## src/rtl/mem_arbiter_if.sv

```systemverilog
// Requester-side bundle for one mem_arbiter port (instruction or data cache).
// The cache drives the master side; the arbiter takes the slave side.
interface mem_arbiter_if #(
  parameter int ADDR_W = 32,
  parameter int BLK_W  = 256
);
  logic              req;
  logic              we;
  logic [ADDR_W-1:0] addr;
  logic [BLK_W-1:0]  wdata;
  logic              done;
  logic [BLK_W-1:0]  rdata;

  modport master (output req, we, addr, wdata, input done, rdata);
  modport slave  (input req, we, addr, wdata, output done, rdata);
endinterface

```

## src/rtl/mem_arbiter.sv

```systemverilog
// Two-port arbiter/sequencer in front of the shared 256-bit block memory.
// Define MEMARB_FIXED_PRIO_EN for fixed data-cache priority; default is round robin.
module mem_arbiter #(
  parameter int ADDR_W = 32,
  parameter int BLK_W  = 256
) (
  input  logic              clk,
  input  logic              reset_n,
  mem_arbiter_if.slave      ip,
  mem_arbiter_if.slave      dp,
  output logic              blockread,
  output logic              blockwrite,
  output logic [ADDR_W-1:0] blockaddr,
  output logic [BLK_W-1:0]  writeblock,
  input  logic [BLK_W-1:0]  readblock,
  input  logic              ready
);

  typedef enum logic [2:0] {IDLE, RD_ISSUE, RD_WAIT, WR_ISSUE, DONE} state_t;

  state_t            state_q, state_d;
  logic              gnt_q, gnt_d;       // port being served: 0 = icache, 1 = dcache
  logic              blockread_d, blockwrite_d;
  logic [ADDR_W-1:0] blockaddr_d;
  logic [BLK_W-1:0]  writeblock_d;
  logic              i_done_q, i_done_d, d_done_q, d_done_d;
  logic [BLK_W-1:0]  i_rdata_q, i_rdata_d, d_rdata_q, d_rdata_d;
  logic              grant;
  logic              winner;

  // A new grant waits for the memory to be idle, which also covers a read
  // still counting down after a mid-operation reset.
  assign grant = (state_q == IDLE) && ready && (ip.req || dp.req);

`ifdef MEMARB_FIXED_PRIO_EN
  assign winner = dp.req;
`else
  logic last_grant_q;

  assign winner = (ip.req && dp.req) ? ~last_grant_q : dp.req;

  always_ff @(posedge clk or negedge reset_n) begin
    if (!reset_n)   last_grant_q <= 1'b1;
    else if (grant) last_grant_q <= winner;
  end
`endif

  always_comb begin
    // NOTE: every signal gets a default before the case so no path leaves it unassigned (no latches).
    state_d      = state_q;
    gnt_d        = gnt_q;
    blockread_d  = blockread;
    blockwrite_d = blockwrite;
    blockaddr_d  = blockaddr;
    writeblock_d = writeblock;
    i_done_d     = 1'b0;
    d_done_d     = 1'b0;
    i_rdata_d    = i_rdata_q;
    d_rdata_d    = d_rdata_q;

    case (state_q)
      IDLE: begin
        if (grant) begin
          gnt_d        = winner;
          blockaddr_d  = winner ? dp.addr  : ip.addr;
          writeblock_d = winner ? dp.wdata : ip.wdata;
          if (winner ? dp.we : ip.we) begin
            blockwrite_d = 1'b1;
            state_d      = WR_ISSUE;
          end else begin
            blockread_d = 1'b1;
            state_d     = RD_ISSUE;
          end
        end
      end
      RD_ISSUE: begin
        if (!ready) begin
          blockread_d = 1'b0;
          state_d     = RD_WAIT;
        end
      end
      RD_WAIT: begin
        if (ready) begin
          if (gnt_q) begin
            d_rdata_d = readblock;
            d_done_d  = 1'b1;
          end else begin
            i_rdata_d = readblock;
            i_done_d  = 1'b1;
          end
          state_d = DONE;
        end
      end
      WR_ISSUE: begin
        blockwrite_d = 1'b0;
        if (gnt_q) d_done_d = 1'b1;
        else       i_done_d = 1'b1;
        state_d = DONE;
      end
      // Turnaround cycle lets the requester drop req before IDLE re-arbitrates.
      DONE:    state_d = IDLE;
      default: state_d = IDLE;
    endcase
  end

  always_ff @(posedge clk or negedge reset_n) begin
    if (!reset_n) begin
      state_q    <= IDLE;
      gnt_q      <= 1'b0;
      blockread  <= 1'b0;
      blockwrite <= 1'b0;
      blockaddr  <= '0;
      writeblock <= '0;
      i_done_q   <= 1'b0;
      d_done_q   <= 1'b0;
      // NOTE: the wide data registers are plain flops, not a RAM, so they take the reset too.
      i_rdata_q  <= '0;
      d_rdata_q  <= '0;
    end else begin
      // NOTE: non-blocking assignments so every flop samples pre-edge values.
      state_q    <= state_d;
      gnt_q      <= gnt_d;
      blockread  <= blockread_d;
      blockwrite <= blockwrite_d;
      blockaddr  <= blockaddr_d;
      writeblock <= writeblock_d;
      i_done_q   <= i_done_d;
      d_done_q   <= d_done_d;
      i_rdata_q  <= i_rdata_d;
      d_rdata_q  <= d_rdata_d;
    end
  end

  assign ip.done  = i_done_q;
  assign dp.done  = d_done_q;
  assign ip.rdata = i_rdata_q;
  assign dp.rdata = d_rdata_q;

endmodule

```

## src/flat_wrapper.sv

```systemverilog
// flat-port wrapper written by rule: the top's interface ports become plain ports
module mem_arbiter_flat 
#(
  parameter int ADDR_W = 32,
  parameter int BLK_W  = 256
)
  (clk, reset_n, blockread, blockwrite, blockaddr, writeblock, readblock, ready, ip_req, ip_we, ip_addr, ip_wdata, ip_done, ip_rdata, dp_req, dp_we, dp_addr, dp_wdata, dp_done, dp_rdata);
  mem_arbiter_if #(.ADDR_W(ADDR_W), .BLK_W(BLK_W)) ip_i ();
  mem_arbiter_if #(.ADDR_W(ADDR_W), .BLK_W(BLK_W)) dp_i ();
  input  logic clk;
  input  logic reset_n;
  output logic blockread;
  output logic blockwrite;
  output logic [ADDR_W-1:0] blockaddr;
  output logic [BLK_W-1:0] writeblock;
  input  logic [BLK_W-1:0] readblock;
  input  logic ready;
  input wire logic [$bits(ip_i.req)-1:0] ip_req;
  input wire logic [$bits(ip_i.we)-1:0] ip_we;
  input wire logic [$bits(ip_i.addr)-1:0] ip_addr;
  input wire logic [$bits(ip_i.wdata)-1:0] ip_wdata;
  output wire logic [$bits(ip_i.done)-1:0] ip_done;
  output wire logic [$bits(ip_i.rdata)-1:0] ip_rdata;
  input wire logic [$bits(dp_i.req)-1:0] dp_req;
  input wire logic [$bits(dp_i.we)-1:0] dp_we;
  input wire logic [$bits(dp_i.addr)-1:0] dp_addr;
  input wire logic [$bits(dp_i.wdata)-1:0] dp_wdata;
  output wire logic [$bits(dp_i.done)-1:0] dp_done;
  output wire logic [$bits(dp_i.rdata)-1:0] dp_rdata;
  assign ip_i.req = ip_req;
  assign ip_i.we = ip_we;
  assign ip_i.addr = ip_addr;
  assign ip_i.wdata = ip_wdata;
  assign ip_done = ip_i.done;
  assign ip_rdata = ip_i.rdata;
  assign dp_i.req = dp_req;
  assign dp_i.we = dp_we;
  assign dp_i.addr = dp_addr;
  assign dp_i.wdata = dp_wdata;
  assign dp_done = dp_i.done;
  assign dp_rdata = dp_i.rdata;
  mem_arbiter #(.ADDR_W(ADDR_W), .BLK_W(BLK_W)) u_core (.clk(clk), .reset_n(reset_n), .ip(ip_i), .dp(dp_i), .blockread(blockread), .blockwrite(blockwrite), .blockaddr(blockaddr), .writeblock(writeblock), .readblock(readblock), .ready(ready));
endmodule
```

## config.mk

```make
export PLATFORM = sky130hd
export DESIGN_NAME = mem_arbiter_flat
export DESIGN_NICKNAME = d
export VERILOG_FILES = /design/src/rtl/mem_arbiter_if.sv /design/src/rtl/mem_arbiter.sv /design/src/flat_wrapper.sv
export SDC_FILE = /design/constraint.sdc
export NUM_CORES = 1
export LEC_CHECK = 0
export BUFFER_PORTS_ARGS = -buffer_cell sky130_fd_sc_hd__buf_2
export CELL_PAD_IN_SITES_DETAIL_PLACEMENT = 1
export CELL_PAD_IN_SITES_GLOBAL_PLACEMENT = 1
export CORE_AREA = 5 5 644 646
export CTS_CLUSTER_DIAMETER = 120
export DETAILED_ROUTE_END_ITERATION = 8
export DIE_AREA = 0 0 649 651
export PLACE_DENSITY_LB_ADDON = 0.08
export SETUP_SLACK_MARGIN = 0.2
export SYNTH_ARGS = -nofsm -noshare
export SYNTH_HDL_FRONTEND = slang
export SYNTH_SLANG_ARGS = --single-unit
export TNS_END_PERCENT = 100
```

## constraint.sdc

```tcl
create_clock -name clk -period 2.23 [get_ports clk]
set_clock_uncertainty 0.15 [all_clocks]
set_input_delay 0.223 -clock clk [delete_from_list [all_inputs] [get_ports clk]]
set_output_delay 0.223 -clock clk [all_outputs]
set_load 0.005 [all_outputs]
```

==> out/metrics.cfg <==
[outcome]
status = finished, violations left
violations = negative setup slack

[drt]
wl_um = 266000
drtPass1Iterations = 4
routedWlPerCell_um = 23.6
ant_nets = 0
vias_per_cell = 2.98
drcViolationCount = 0
first_iter_violations = 1012
num_vias = 33500

[global_route]
grtUsageMet2_pct = 23.0
use_met1_pct = 12.6
grt.busiest_layer = met2
grt_antenna_before_repair = 104
grt_first_pass_wirelength_um = 346000
grt_max_degree = 81
grt_overflow_total = 0
grt_use_total_pct = 11.8
grt_pass1_vias = 37100
met3_usage_pct = 3.35

[logic_synthesis]
synth-simple-area-share_pct = 10.4
synth_compound_area_share_pct = 5.72
synth_warnings = 0
ys_ff_latch = 809
synth.distinct_cells = 29
syn_area_sq_um = 32300
synth-async-reset-ratio_pct = 100
synthXorXnorAreaFrac_pct = 0.0271
ys.flop_type = dfrtp_1
synth.most_common_cell = dfrtp_1
synth_top_area_cell = dfrtp_1
synthTopCellsByCount = dfrtp_1 (808), nand2_1 (581), mux2_2 (512), nor2_1 (293), a31oi_1 (289)
ys_seq_area_share_pct = 62.7
synth_edf_count = 0
synth_top_area_share_pct = 62.6
ys_top_cells_by_area = dfrtp_1 (63%), mux2_2 (18%), nand2_1 (6.8%)
synth_cells = 2690
postSynthAreaPerCell_sq_um = 12.0
synth_top_family_by_area = multiplexers
syn_nets = 3529
synthAdderAreaFrac_pct = 0
synthMuxAreaShare_pct = 17.9

[timing]
setup_slack_ns = -0.0941
worst_slew_pin_slew_ns = 0.623
finalSetupViolations = 183
rsz0062_at_grt = yes
max-slew-margin-rel_pct = 58.5
drv_slew = 0
fin_tns_setup_ns = -6.58
fin_crit_sh_pct = 104
hold_viol_final = 0
fin_crit_ns = 2.32
max_clock_freq_mhz = 430

[worst_setup_path]
crit_arrival_ns = 2.81
crit_required_ns = 2.72
rrSetupSlack_ns = -0.09
end_kind = flop
rr_worst_depth = 7
worstSetupStartpoint = u_core.state_q[2]
rr_endpoint = u_core.ip.rdata[143]
startpoint_type = flop
timing.rr.start = u_core.state_q[2]
crit_fanout = 11
crit_type = reg -> reg
cp-endpoint = u_core.ip.rdata[143]

[floorplanning]
ios = 1643
die-area_sq_um = 422000
die_w_um = 649
rows = 235
start_util_pct = 7.91
coreArea_sq_um = 408000
die_h_um = 651

[flow_run]
drv_cap = 0

[finish]
drive_gt1_share_pct = 47.7
instances_no_fill = 11200
area_growth_pct = 109
final.fill_count = 47100
ff_latch_area_sq_um = 20200
multi_input_area_sq_um = 12100
final_nets = 6499

[placed_design]
io_buffers = 1642
place_inst = 9759
place_congestion = 0.763
place_hpwl_um = 208000

[clocking]
path_clk_slew_ns = 0.05
cts_tree = built
numCtsBuffers = 136
clock_path_buffers = 4
root_buffer = clkbuf_16
cts_num_sinks = 809
clock_latency_ns = 0.76
cts-htree-levels = 4

[worst_hold_path]
hold_depth = 3
hp-class = in -> reg

[power_and_ir_drop]
peakVddDrop_uv = 491
p_leak_nw = 29.9
total_power_mw = 83.6
power_density_nw_per_um2 = 1240

## sequential cells by signal (all words and copies together), names as in the netlist, 3 cells and up
name,count
u_core.ip.rdata,256
u_core.blockaddr,32
u_core.dp.rdata,256
u_core.state_q,3
u_core.writeblock,256
## cells in the final DEF, fill, tap and decap left out, types with 2 or more instances in the layout
cell type / synthesis / layout
buf_2: 62 / 1641
dlygate4sd3_1: 0 / 1111
dfrtp_1: 808 / 808
nand2_1: 581 / 580
mux2_2: 512 / 411
a31oi_1: 289 / 276
nor2_1: 293 / 181
clkbuf_16: 0 / 178
mux2_4: 0 / 101
buf_4: 32 / 83
buf_12: 0 / 74
nor2_2: 0 / 65
nor2_4: 0 / 47
diode_2: 0 / 44
clkbuf_1: 67 / 36
clkbuf_8: 0 / 35
buf_16: 0 / 33
buf_8: 0 / 26
buf_6: 23 / 11
a31oi_4: 0 / 9
inv_6: 0 / 6
a31oi_2: 0 / 4
clkinv_2: 0 / 4
o21ai_0: 2 / 2
inv_16: 0 / 2
bufinv_16: 0 / 2
clkinv_16: 0 / 2
## layer usage
| metal | part of all wire, % | routed length (um) |
|---|---|---|
| met1 | 37 | 99600 |
| met2 | 55 | 145000 |
| met3 | 6.0 | 15800 |
| met4 | 1.8 | 4820 |
| met5 | 0.043 | 114 |
## area by class of cell
cell class	count	share of cell area [%]
timing repair buffer	3019	35.4
tap	5451	10.1
clock buffer	209	6.03
clock inverter	19	0.393
inverter	1	0.00556
antenna	44	0.163
multi-input combinational	1693	17.9
sequential	809	30.0
## cell families (layout without fill, tap and decap cells)
kind of cell    count (synthesis)  after routing
buf+inv                       188           3248
other cells                     0             44
simple gates                  884            884
flops                         809            809
mux                           513            513
xor+xnor                        1              1
compound gates                295            295
## timing repair
| action | CTS | global route |
|---|---|---|
| setup endpoints to repair | 597 | 797 |
| hold buffers | 1111 | 0 |
| pin swaps | 3 | 2 |
| setup buffers | 23 | 25 |
| hold endpoints to repair | 1607 | 0 |
| gates cloned | 13 | 42 |
| resized for setup | 115 | 279 |
## worst max-delay path, cell delays in order, from the launching register on
cell,delay (ns)
dfrtp_1,0.37
or3b_4,0.43
nor3b_4,0.22
buf_12,0.15
buf_16,0.16
buf_12,0.15
buf_16,0.14
mux2_2,0.34
## per-stage QoR
| step | hold slack (ns) | area (sq um) | util, % | worst slack, ns |
|---|---|---|---|---|
| 5_1_grt | 0.0323 | 67400 | 16.5 | -0.139 |
| 2_1_floorplan | -0.223 | 32300 | - | 0.138 |
| 4_1_cts | 0.000196 | 65000 | 15.9 | -0.109 |
| 3_5_place_dp | 0.0716 | 48400 | 11.9 | -0.181 |
| 6_report | 0.111 | 67500 | 16.5 | -0.0941 |
| 3_3_place_gp | 0.0620 | 48400 | 11.9 | -0.189 |
## worst min-delay path by stage
stage                               from                    to  slack [ns]
after global routing      readblock[170]  u_core.ip.rdata[170]        0.03
after global placement           reset_n  u_core.dp.rdata[163]        0.06
after detailed placement         reset_n  u_core.dp.rdata[163]        0.07
after floorplan                  reset_n   u_core.blockaddr[0]       -0.22
after CTS                 readblock[170]  u_core.ip.rdata[170]      0.0002
final                      readblock[28]   u_core.dp.rdata[28]        0.11
## report_power, final
group | switching (mW) | total [mW] | internal (mW) | leakage [nW]
Sequential | 5.17 | 27.3 | 22.1 | 9.58
Clock | 8.63 | 21.4 | 12.8 | 2.12
Combinational | 18.0 | 34.9 | 16.9 | 18.2
Total | 31.7 | 83.6 | 51.8 | 29.9
(Power assumes the default switching activity.)
